$ cat src/rtl/sisc_wb_pkg.sv
// Shared writeback types and constants for the SISC register-file write port.
package sisc_wb_pkg;

  localparam int WB_DW = 32;
  localparam int WB_AW = 4;

  localparam logic WB_SEL_A = 1'b0;
  localparam logic WB_SEL_B = 1'b1;

  typedef struct packed {
    logic             valid;
    logic [WB_AW-1:0] addr;
    logic [WB_DW-1:0] data;
  } wb_entry_t;

endpackage

$ cat src/rtl/wb_slot.sv
// One-entry writeback buffer; a load on the same edge as a clear wins so a slot can drain and refill.
module wb_slot #(
  parameter int DW = 32,
  parameter int AW = 4
) (
  input  logic          clk,
  input  logic          rst,
  input  logic          load,
  input  logic          clear,
  input  logic [AW-1:0] load_addr,
  input  logic [DW-1:0] load_data,
  output logic          valid,
  output logic [AW-1:0] addr,
  output logic [DW-1:0] data
);

  // Addr/data only change on a load, so a waiting entry stays stable until granted.
  always_ff @(posedge clk) begin
    if (rst) begin
      valid <= 1'b0;
      addr  <= '0;
      data  <= '0;
    end else if (load) begin
      valid <= 1'b1;
      addr  <= load_addr;
      data  <= load_data;
    end else if (clear) begin
      valid <= 1'b0;
    end
  end

endmodule

$ cat src/rtl/rf_wb_arbiter.sv
// Arbitrates the single register-file write port between the ALU (A) and load (B) writeback sources,
// granting buffered entries in arrival order.
module rf_wb_arbiter
  import sisc_wb_pkg::*;
#(
  parameter int DW     = WB_DW,
  parameter int AW     = WB_AW,
  parameter bit PRIO_B = 1'b1
) (
  input  logic          clk,
  input  logic          rst,
  input  logic          a_valid,
  output logic          a_ready,
  input  logic [AW-1:0] a_addr,
  input  logic [DW-1:0] a_data,
  input  logic          b_valid,
  output logic          b_ready,
  input  logic [AW-1:0] b_addr,
  input  logic [DW-1:0] b_data,
  output logic [DW-1:0] mux_in_a,
  output logic [DW-1:0] mux_in_b,
  output logic          mux_sel,
  output logic          rf_we,
  output logic [AW-1:0] rf_waddr,
  output logic          busy
);

  logic          sa_valid, sb_valid;
  logic [AW-1:0] sa_addr, sb_addr;
  logic [DW-1:0] sa_data, sb_data;
  logic          a_older;
  logic          grant_a, grant_b;
  logic          load_a, load_b;
  logic          next_a_valid, next_b_valid;

  // Grant depends only on slot state; reset suppresses it so pending entries are never written.
  always_comb begin
    grant_a = 1'b0;
    grant_b = 1'b0;
    if (!rst) begin
      if (sa_valid && (!sb_valid || a_older))
        grant_a = 1'b1;
      else if (sb_valid)
        grant_b = 1'b1;
    end
  end

  assign a_ready = rst | ~sa_valid | grant_a;
  assign b_ready = rst | ~sb_valid | grant_b;
  assign load_a  = a_valid & a_ready & ~rst;
  assign load_b  = b_valid & b_ready & ~rst;

  assign next_a_valid = load_a | (sa_valid & ~grant_a);
  assign next_b_valid = load_b | (sb_valid & ~grant_b);

  wb_slot #(.DW(DW), .AW(AW)) u_slot_a (
    .clk       (clk),
    .rst       (rst),
    .load      (load_a),
    .clear     (grant_a),
    .load_addr (a_addr),
    .load_data (a_data),
    .valid     (sa_valid),
    .addr      (sa_addr),
    .data      (sa_data)
  );

  wb_slot #(.DW(DW), .AW(AW)) u_slot_b (
    .clk       (clk),
    .rst       (rst),
    .load      (load_b),
    .clear     (grant_b),
    .load_addr (b_addr),
    .load_data (b_data),
    .valid     (sb_valid),
    .addr      (sb_addr),
    .data      (sb_data)
  );

  // A fresh entry joining a still-occupied pair is younger; a simultaneous pair falls to PRIO_B.
  always_ff @(posedge clk) begin
    if (rst) begin
      a_older <= ~PRIO_B;
    end else if (load_a && load_b) begin
      a_older <= ~PRIO_B;
    end else if (next_a_valid && next_b_valid) begin
      if (load_a)
        a_older <= 1'b0;
      else if (load_b)
        a_older <= 1'b1;
    end else if (next_a_valid) begin
      a_older <= 1'b1;
    end else if (next_b_valid) begin
      a_older <= 1'b0;
    end
  end

  assign rf_we    = grant_a | grant_b;
  assign mux_sel  = grant_b ? WB_SEL_B : WB_SEL_A;
  assign rf_waddr = grant_b ? sb_addr : (grant_a ? sa_addr : '0);
  assign mux_in_a = sa_data;
  assign mux_in_b = sb_data;
  assign busy     = sa_valid | sb_valid;

endmodule

$ cat config.mk
export PLATFORM = sky130hd
export DESIGN_NAME = rf_wb_arbiter
export DESIGN_NICKNAME = d
export VERILOG_FILES = /design/src/rtl/sisc_wb_pkg.sv /design/src/rtl/wb_slot.sv /design/src/rtl/rf_wb_arbiter.sv
export SDC_FILE = /design/constraint.sdc
export NUM_CORES = 1
export LEC_CHECK = 0
export ABC_AREA = 0
export CAP_MARGIN = 5
export CORE_UTILIZATION = 42
export DETAILED_ROUTE_END_ITERATION = 6
export HOLD_SLACK_MARGIN = 0.02
export PLACE_DENSITY = 0.81
export SETUP_SLACK_MARGIN = 0.3
export SYNTH_ARGS = -nofsm -noshare
export SYNTH_HDL_FRONTEND = slang
export SYNTH_SLANG_ARGS = --single-unit
$ cat constraint.sdc
create_clock -name clk -period 2.2 [get_ports clk]
set_input_delay 0.66 -clock clk [delete_from_list [all_inputs] [get_ports clk]]
set_output_delay 0.66 -clock clk [all_outputs]
set_load 0.005 [all_outputs]
Yosys cells after proc, flatten, opt, wreduce, memory -nomap -nowiden
Cells that the tools add are included.

Memory bits (read-only): 0. Output and inout port bits: 73. Memories kept: 0. Memory bits (writable): 0. Bits in latches: 0. Bits in registers: 75.

$mul: 0. Shifts and indexed selects: 0. Add/subtract/negate cells: 0. Muxes and demuxes: 17. Equal/unequal tests: 1. Divide/modulo/power cells: 0. Reduce and logical (&&, ||, !) cells: 10. Bitwise operators: 19. Magnitude comparators: 0.

Operator list (number): 1-bit 2-to-1 mux (15); 4-bit 2-to-1 mux (2); 1-bit OR (8); 1-bit AND (6); 1-bit inverter (5); 2-bit nonzero test (2); 1-bit logical AND (3); 3-bit inequality test, second input constant (1); 3-bit nonzero test (1); 2-bit AND reduction (1); 2-bit OR reduction (1); 1-bit zero test (1); 1-bit logical OR (1).

Longest topological paths before layout
Gate-level depths: netlist of run 1.

Depth in word-level cells: 12. Mapped depth: 6.

Hierarchy
From an unflattened synthesis of run 1, not the netlist that was laid out.

Cell total of the unflattened synthesis: 270. Area total of the unflattened synthesis: 2919.0 µm².

Modules (own cells, without submodules): wb_slot (seq. area each 740.7 µm², cells each 120, area each 1341.3 µm², instances 2); rf_wb_arbiter (seq. area each 20.0 µm², cells each 30, area each 236.5 µm², instances 1).

Worst setup path after synthesis of run 1
OpenSTA, ideal clock, no wires.

Path kind: in2out. Start: in rst. End: out a_ready. Cell stages on the path: 4. Path slack: 0.082 ns. Arrival: 1.458 ns. Cell sequence: buf_2 buf_2 clkbuf_1 or2_2.

Longest elaborated chain between the ends: 2. Elaborated cells on any way between the ends: 3. Classes of those cells: mux (1); bitwise (2).

RTL lines: start: declaration (RTL line rf_wb_arbiter.sv:11) `input logic rst,`; 1-bit OR or 1-bit 2-to-1 mux (tied branches) (RTL line rf_wb_arbiter.sv:48, rf_wb_arbiter.sv:40); 1-bit OR (*) (RTL line rf_wb_arbiter.sv:48) `assign a_ready = rst | ~sa_valid | grant_a;`; end: declaration (RTL line rf_wb_arbiter.sv:13) `output logic a_ready,`.

Every way passes the cells marked *; elsewhere a longest branch is shown, timed or not.

Final worst setup path of run 1
Start: reg u_slot_a.valid. End: out rf_waddr[0].

Longest elaborated chain between the ends: 5. Elaborated cells on any way between the ends: 7. Classes of those cells: mux (6); reduce/logical (1).

RTL lines: start: declaration (RTL line wb_slot.sv:12) `output logic valid,`; start signal: assignment (RTL line wb_slot.sv:20) `valid <= 1'b0;`; start signal: assignment (RTL line wb_slot.sv:24) `valid <= 1'b1;`; start signal: assignment (RTL line wb_slot.sv:28) `valid <= 1'b0;`; 1-bit logical AND (*) (RTL line rf_wb_arbiter.sv:41) `if (sa_valid && (!sb_valid || a_older))`; 1-bit 2-to-1 mux (RTL line rf_wb_arbiter.sv:41); 1-bit 2-to-1 mux (RTL line rf_wb_arbiter.sv:40) `if (!rst) begin`; 4-bit 2-to-1 mux (RTL line rf_wb_arbiter.sv:100) `assign rf_waddr = grant_b ? sb_addr : (grant_a ? sa_addr : '0);`; 4-bit 2-to-1 mux (*) (RTL line rf_wb_arbiter.sv:100); end: declaration (RTL line rf_wb_arbiter.sv:24) `output logic [AW-1:0] rf_waddr,`.

Marked as above.

==> metrics.csv, run 1 <==
stage,metric,value,unit
outcome,outcome,"finished, final reports clean",
global_route,vias in the first global route,2828,
cts,CTS tree,yes,
layout,proportion of layout cells with a drive suffix above 1,23.6,%
timing,Max Slew Vio Count,0,
yosys,main flop type after synthesis,dfxtp_1,
floorplanning,die area,8200,sq um
floorplanning,core area,7410,sq um
global_route,total grt overflow,0,
placed_design,routability cong.,0.753,
detailed_routing,Iter 0 DRT Violations,86,
yosys,Seq cells post-synth,75,
cts,CTS Root Buffer Type,clkbuf_8,
setup_path,Critical Path AT,1.40,ns
cts,Skew-Pair Late Insertion Delay,0.35,ns
floorplanning,Die Wd,90.6,um
placed_design,Port-buffer cells,148,
timing,Clock Skews,0.0106,ns
timing,Max Clk Rate,487,MHz
yosys,ys async rst share,0,%
detailed_routing,WL final,8640,um
yosys,Post-synth top cells,"dfxtp_1, nor2b_1, nand2b_1, nand4b_1",
power_and_ir_drop,power density over the cells,590,nW/um^2
cts,hold buffer count at CTS,0,
timing,RSZ-0062 raised after global routing,yes,
global_route,initial antenna violation count,0,
timing,worst hold slack,0.464,ns
cts,H-tree levels,3,
floorplanning,Std-Cell Rows,31,
placed_design,hpwl dp,5790,um
yosys,"Distinct cells, synth",22,
detailed_routing,First-pass DRT Iterations,4,
cts,Max Root-Sink Buffers,2,
setup_path,CP endpoint kind,output pin,
layout,Fillers,539,
run,MaxCap Viol Count,0,
timing,Final setup viols,0,
yosys,Syn Nets,386,
cts,Worst-path clk slew,0.08,ns
layout,Area Growth Syn to Fin,58.8,%
detailed_routing,Routed Antenna Nets,0,
detailed_routing,vias per cell,4.97,
cts,Num CTS Buffers,9,
layout,# diodes,0,
yosys,"area leader, netlist",dfxtp_1,
yosys,Syn Area/Cell,10.6,sq um
global_route,first-pass GRT wire length,14300,um
setup_path,"Max FO, Critical Path",4,
yosys,Synth top area share,45.6,%
global_route,GRT Total Usage,21.6,%
floorplanning,io pins,149,
cts,clk sinks,75,
yosys,"EDFF count, synth",0,
timing,fin crit period,2.06,ns
yosys,cell count after synthesis,310,
yosys,yosys warns,0,
timing,Fin. Hold Viols,0,
detailed_routing,DRC viols,0,
timing,max_slew headroom,57.7,%
timing,setup TNS,0,ns
floorplanning,Starting Density,44.5,%
power_and_ir_drop,Peak supply drop,0.331,mV
layout,nets,538,
timing,Worst Max-Slew Pin Slew,0.634,ns
timing,final worst path period share,93.4,%
yosys,most frequent cell after synthesis,dfxtp_1,
yosys,synth top area cells,"dfxtp_1, mux2_4, nand4b_1",
power_and_ir_drop,P_leak,2.38,nW
yosys,mapped cell area,3300,sq um
global_route,largest net degree at the start of global routing,88,
setup_path,CP Class,flop to output pin,
floorplanning,Die H,90.6,um
yosys,sequential fraction of the synthesis area,45.6,%
detailed_routing,wire length per cell,15.3,um
setup_path,Setup crit start kind,flop,
detailed_routing,via count,2813,
setup_path,Crit path required time,1.54,ns
worst_hold_path,Hold Path Class,flop to flop,
-- cells by family (layout without fill, tap and decap cells) --
logic type	count (synthesis)	count (layout)	share of synthesized area, %
compound gates	45	45	7.44
buf+inv	32	189	5.51
flops	75	75	45.6
mux	36	36	15.7
simple gates	122	122	25.8
-- worst paths after layout --
path,cells after the start,slack (ns),to,start
worst max-delay path,5,0.14,rf_waddr[0],u_slot_a.valid
worst min-delay path,2,0.46,u_slot_b.data[20],u_slot_b.data[20]
worst max register to register,7,0.41,u_slot_b.addr[1],u_slot_a.valid
worst min register to register,2,0.46,u_slot_b.data[20],u_slot_b.data[20]
-- worst max-delay path, stage by stage, from the launching register on --
cell and delay, ns:
dfxtp_2 0.34, buf_6 0.13, buf_6 0.12, a32oi_2 0.25
nor2_1 0.07, buf_2 0.13
-- through the flow --
step                std cells  instance area [sq um]  utilization (%)  setup slack (ns)  power, W
floorplan                 310                   3320                -             0.282   0.00179
global placement          543                   4880             65.9          -0.00437   0.00213
detailed placement        543                   4880             65.9           -0.0280   0.00214
CTS                       564                   5120             69.2             0.138   0.00311
global route              566                   5230             70.6            0.0965   0.00323
finish                    566                   5230             70.6             0.145   0.00309
-- sequential cells by signal, summed over array words and instances (netlist names) --
signal and flops:
u_slot_b.valid 1, u_slot_b.data 32, u_slot_a.addr 4, u_slot_b.addr 4, u_slot_a.data 32, u_slot_a.valid 1, a_older 1
-- power breakdown --
part	internal, W	total, W	switching, W
Combinational	0.000426	0.000625	0.000198
Clock	0.000437	0.000957	0.000519
Sequential	0.00146	0.00151	0.0000501
-- final cells by class --
cell class | instances | area, sq um | area share, %
Clock buffer | 10 | 138 | 2.63
Tap cell | 99 | 124 | 2.37
Sequential cell | 75 | 1520 | 29.1
Timing Repair Buffer | 171 | 1730 | 33.0
Clock inverter | 6 | 41.3 | 0.789
Multi-Input combinational cell | 203 | 1680 | 32.0
Inverter | 2 | 7.51 | 0.143
-- cell usage in the layout, fill, tap and decap left out, types with 3 or more instances in the layout --
cell type	Yosys	final
clkinvlp_4	0	3
mux2_2	6	6
buf_12	0	3
o21ai_0	7	7
dlymetal6s2s_1	0	22
clkdlybuf4s50_1	0	116
buf_6	7	7
nand4b_1	37	37
a32oi_2	0	3
clkbuf_8	0	10
nand2b_1	37	36
dfxtp_2	0	16
buf_4	0	14
buf_2	7	9
mux2_4	30	30
o21ai_1	30	30
dfxtp_1	75	59
nor2_1	4	4
nor2b_1	38	37
-- routing by layer --
metal  track usage (%)  up-vias  part of all wire (%)  routed length (um)
li1                  -     1381                     -                   -
met1              26.3     1305                    44                3820
met2              34.7      117                    45                3910
met3              10.0       10                   9.5                 825
met4              4.84        0                  0.97                  84
met5                 0        -                     0                   0
-- what timing repair did --
item,in CTS,in global routing
resized for setup,52,40
setup buffers,5,2
pin swaps,7,5
setup endpoints to repair,9,69
Power figures use the tool's default switching activity.
==> inputs of run 2 (changes only) <==
Settings changed: CORE_UTILIZATION 42 to 45, PLACE_DENSITY 0.81 to 0.86.
Clock period 2.2 ns to 2.4 ns, I/O delays scaled along.
==> run 2 against run 1 <==
  * Clock power is 29% higher
  * Worst hold slack hardly changed
  * Largest cell class is now multi-input combinational cells
  * Cell area fell by 1.7%
  * Largest power group unchanged
  * Sequential share of layout area rose by 0.25 points
  * Clock skew fell by 0.0046 ns
  * Sequential power is 9% lower
  * Via count is essentially flat
  * Critical path depth up 1
==> metrics.csv, run 2 (same netlist as run 1, synthesis figures left out) <==
stage,metric,value,unit,change
outcome,outcome,"finished, final reports clean",,unchanged
layout,nets,530,,was 538
cts,CTS tree,yes,,unchanged
setup_path,CP max stage cell,dfxtp_4,,was dfxtp_2
cts,Num CTS Buffers,9,,unchanged
timing,fin crit period,2.12,ns,
detailed_routing,Routed Antenna Nets,0,,unchanged
timing,Final setup viols,0,,unchanged
timing,Max Slew Vio Count,0,,unchanged
global_route,initial antenna violation count,0,,unchanged
cts,Max Root-Sink Buffers,2,,unchanged
placed_design,Port-buffer cells,148,,unchanged
detailed_routing,vias per cell,5.06,,was 4.97
cts,Skew-Pair Late Insertion Delay,0.34,ns,was 0.35 ns
power_and_ir_drop,Peak supply drop,0.368,mV,was 0.331 mV
worst_hold_path,Hold Path Sink,u_slot_b.data[3],,was u_slot_b.data[20]
layout,fin cells,555,,was 566
global_route,total grt overflow,0,,unchanged
timing,Max Clk Rate,471,MHz,
floorplanning,Die Wd,87.6,um,was 90.6 um
cts,H-tree levels,3,,unchanged
setup_path,reg2reg path depth,6,,was 7
worst_hold_path,min-delay src,u_slot_b.data[3],,was u_slot_b.data[20]
placed_design,Setup WS pre-CTS,0.0386,ns,was -0.0280 ns
worst_hold_path,WHS Path Cells,2,,unchanged
floorplanning,io pins,149,,unchanged
cts,clk sinks,75,,unchanged
floorplanning,core area,6940,sq um,was 7410 sq um
detailed_routing,wire length per cell,15.1,um,was 15.3 um
detailed_routing,First-pass DRT Iterations,4,,unchanged
timing,setup TNS,0,ns,unchanged
layout,"commonest non-fill, non-tap cell in the layout",clkdlybuf4s50_1,,unchanged
placed_design,post-placement cell count,536,,was 543
setup_path,Crit path required time,1.68,ns,was 1.54 ns
floorplanning,Starting Density,47.5,%,was 44.5%
detailed_routing,via count,2811,,was 2813
floorplanning,Die H,87.6,um,was 90.6 um
timing,Fin. Hold Viols,0,,unchanged
detailed_routing,Iter 0 DRT Violations,75,,was 86
global_route,largest net degree at the start of global routing,58,,was 88
placed_design,routability cong.,0.773,,was 0.753
power_and_ir_drop,power density over the cells,616,nW/um^2,was 590 nW/um^2
power_and_ir_drop,Pwr Total,0.00317,W,was 0.00309 W
worst_hold_path,Hold Path Class,flop to flop,,unchanged
global_route,vias in the first global route,2753,,was 2828
setup_path,Crit path largest cell delay,0.35,ns,was 0.34 ns
layout,Fillers,495,,was 539
cts,hold buffer count at CTS,0,,unchanged
run,MaxCap Viol Count,0,,unchanged
timing,max_slew headroom,65.9,%,was 57.7%
timing,Clock Skews,0.00601,ns,was 0.0106 ns
setup_path,CP endpoint kind,output pin,,unchanged
setup_path,CP Class,flop to output pin,,unchanged
setup_path,FF-to-FF End,u_slot_b.data[2],,was u_slot_b.addr[1]
layout,# diodes,0,,unchanged
timing,RSZ-0062 raised after global routing,yes,,unchanged
timing,fin worst setup slack,0.277,ns,was 0.145 ns
layout,Largest regs,"u_slot_a.data (32), u_slot_b.data (32)",,unchanged
timing,Worst Max-Slew Pin Slew,0.511,ns,was 0.634 ns
setup_path,Buffers & Inverters on Critical Path,3,,unchanged
setup_path,Critical R2R Launch,u_slot_a.valid,,unchanged
layout,proportion of layout cells with a drive suffix above 1,18.7,%,was 23.6%
global_route,first-pass GRT wire length,13100,um,was 14300 um
floorplanning,die area,7670,sq um,was 8200 sq um
detailed_routing,DRC viols,0,,unchanged
cts,Worst-path clk slew,0.08,ns,about the same
setup_path,most frequent CP cell,buf_6,,unchanged
timing,final worst path period share,88.5,%,
placed_design,hpwl dp,5800,um,was 5790 um
setup_path,Setup crit start kind,flop,,unchanged
layout,most frequent cells in the layout,"clkdlybuf4s50_1, dfxtp_1, nand2b_1, nand4b_1, nor2b_1",,"was clkdlybuf4s50_1, dfxtp_1, nor2b_1, nand4b_1, nand2b_1"
setup_path,Critical Path AT,1.40,ns,about the same
setup_path,Worst path top cell family by delay,buffers and inverters,,unchanged
global_route,GRT Total Usage,22.0,%,was 21.6%
floorplanning,Std-Cell Rows,30,,was 31
cts,CTS Root Buffer Type,clkbuf_8,,unchanged
layout,Area Growth Syn to Fin,56.1,%,was 58.8%
setup_path,"Max FO, Critical Path",5,,was 4
setup_path,R2R setup slack,0.65,ns,was 0.41 ns
setup_path,worst path cell trace,buf_6 > a21boi_2 > buf_6 > a32oi_1 > nor2_1 > buf_2,,was buf_6 > buf_6 > a32oi_2 > nor2_1 > buf_2
detailed_routing,WL final,8390,um,was 8640 um
power_and_ir_drop,P_leak,2.03,nW,was 2.38 nW
-- run 2: cell types whose count changed in the layout (fill, tap and decap cells not counted), sizes merged --
cell and delta:
buf -11, clkinv -2, clkbuf +4, bufinv +3
dlymetal6s2s -22, clkinvlp -3, clkdlybuf4s15 +1, clkdlybuf4s50 +22
-- run 2: worst max-delay path by stage --
stage,depth (start not counted),slack [ns],start,to
CTS,6,0.26,u_slot_a.valid,rf_waddr[3]
finish,6,0.28,u_slot_a.valid,rf_waddr[2]
global placement,3,0.05,rst,b_ready
global route,6,0.22,u_slot_a.valid,rf_waddr[3]
floorplan,4,0.31,rst,a_ready
detailed placement,3,0.04,rst,b_ready
-- run 2: worst register-to-register path: cells and delay by family (launching register included) --
kind / cells / cell delay (ns)
compound gates: 1 / 0.12
simple gates: 2 / 0.44
flops: 1 / 0.35
buf+inv: 3 / 0.71
-- run 2: layout make-up --
class / count / area, sq um / share of cell area [%]
flip-flops and latches: 75 / 1510 / 29.3
inverters: 2 / 7.51 / 0.146
well taps: 96 / 120 / 2.33
clock buffers: 12 / 165 / 3.21
repair buffers: 163 / 1600 / 31.1
multi-input cells: 203 / 1650 / 32.1
clock inverters: 4 / 95.1 / 1.85
-- run 2: layer usage --
metal	global-route usage [%]	vias to the layer above	share of wire (%)
met2	36.6	114	46
met1	26.4	1317	43
met4	8.05	0	1.4
li1	-	1369	-
met5	0	-	0
met3	7.54	11	9.1
-- run 2: stage by stage --
step	util, %	hold slack [ns]	area (sq um)
after CTS	73.7	0.468	5120
final	74.1	0.465	5140
after floorplan	-	0.442	3320
after detailed placement	69.6	0.455	4840
after global routing	74.1	0.481	5140
after global placement	69.6	0.450	4840
-- run 2: what timing repair did --
action	in CTS	in global routing
setup buffers	2	1
resized for setup	40	10
pin swaps	5	5
setup endpoints to repair	9	8
-- run 2: where the power goes --
group,internal [W],total [W],leakage [nW],switching [W]
Sequential,0.00133,0.00138,0.621,0.0000478
Combinational,0.000386,0.000559,1.27,0.000174
Clock,0.000775,0.00123,0.133,0.000455
Total,0.00249,0.00317,2.03,0.000677
==> inputs of run 3 (changes only) <==
Settings changed: CAP_MARGIN 5 to 20.
==> results of run 3 <==
Same layout as run 2: the final DEF is identical, and so are final timing and power.
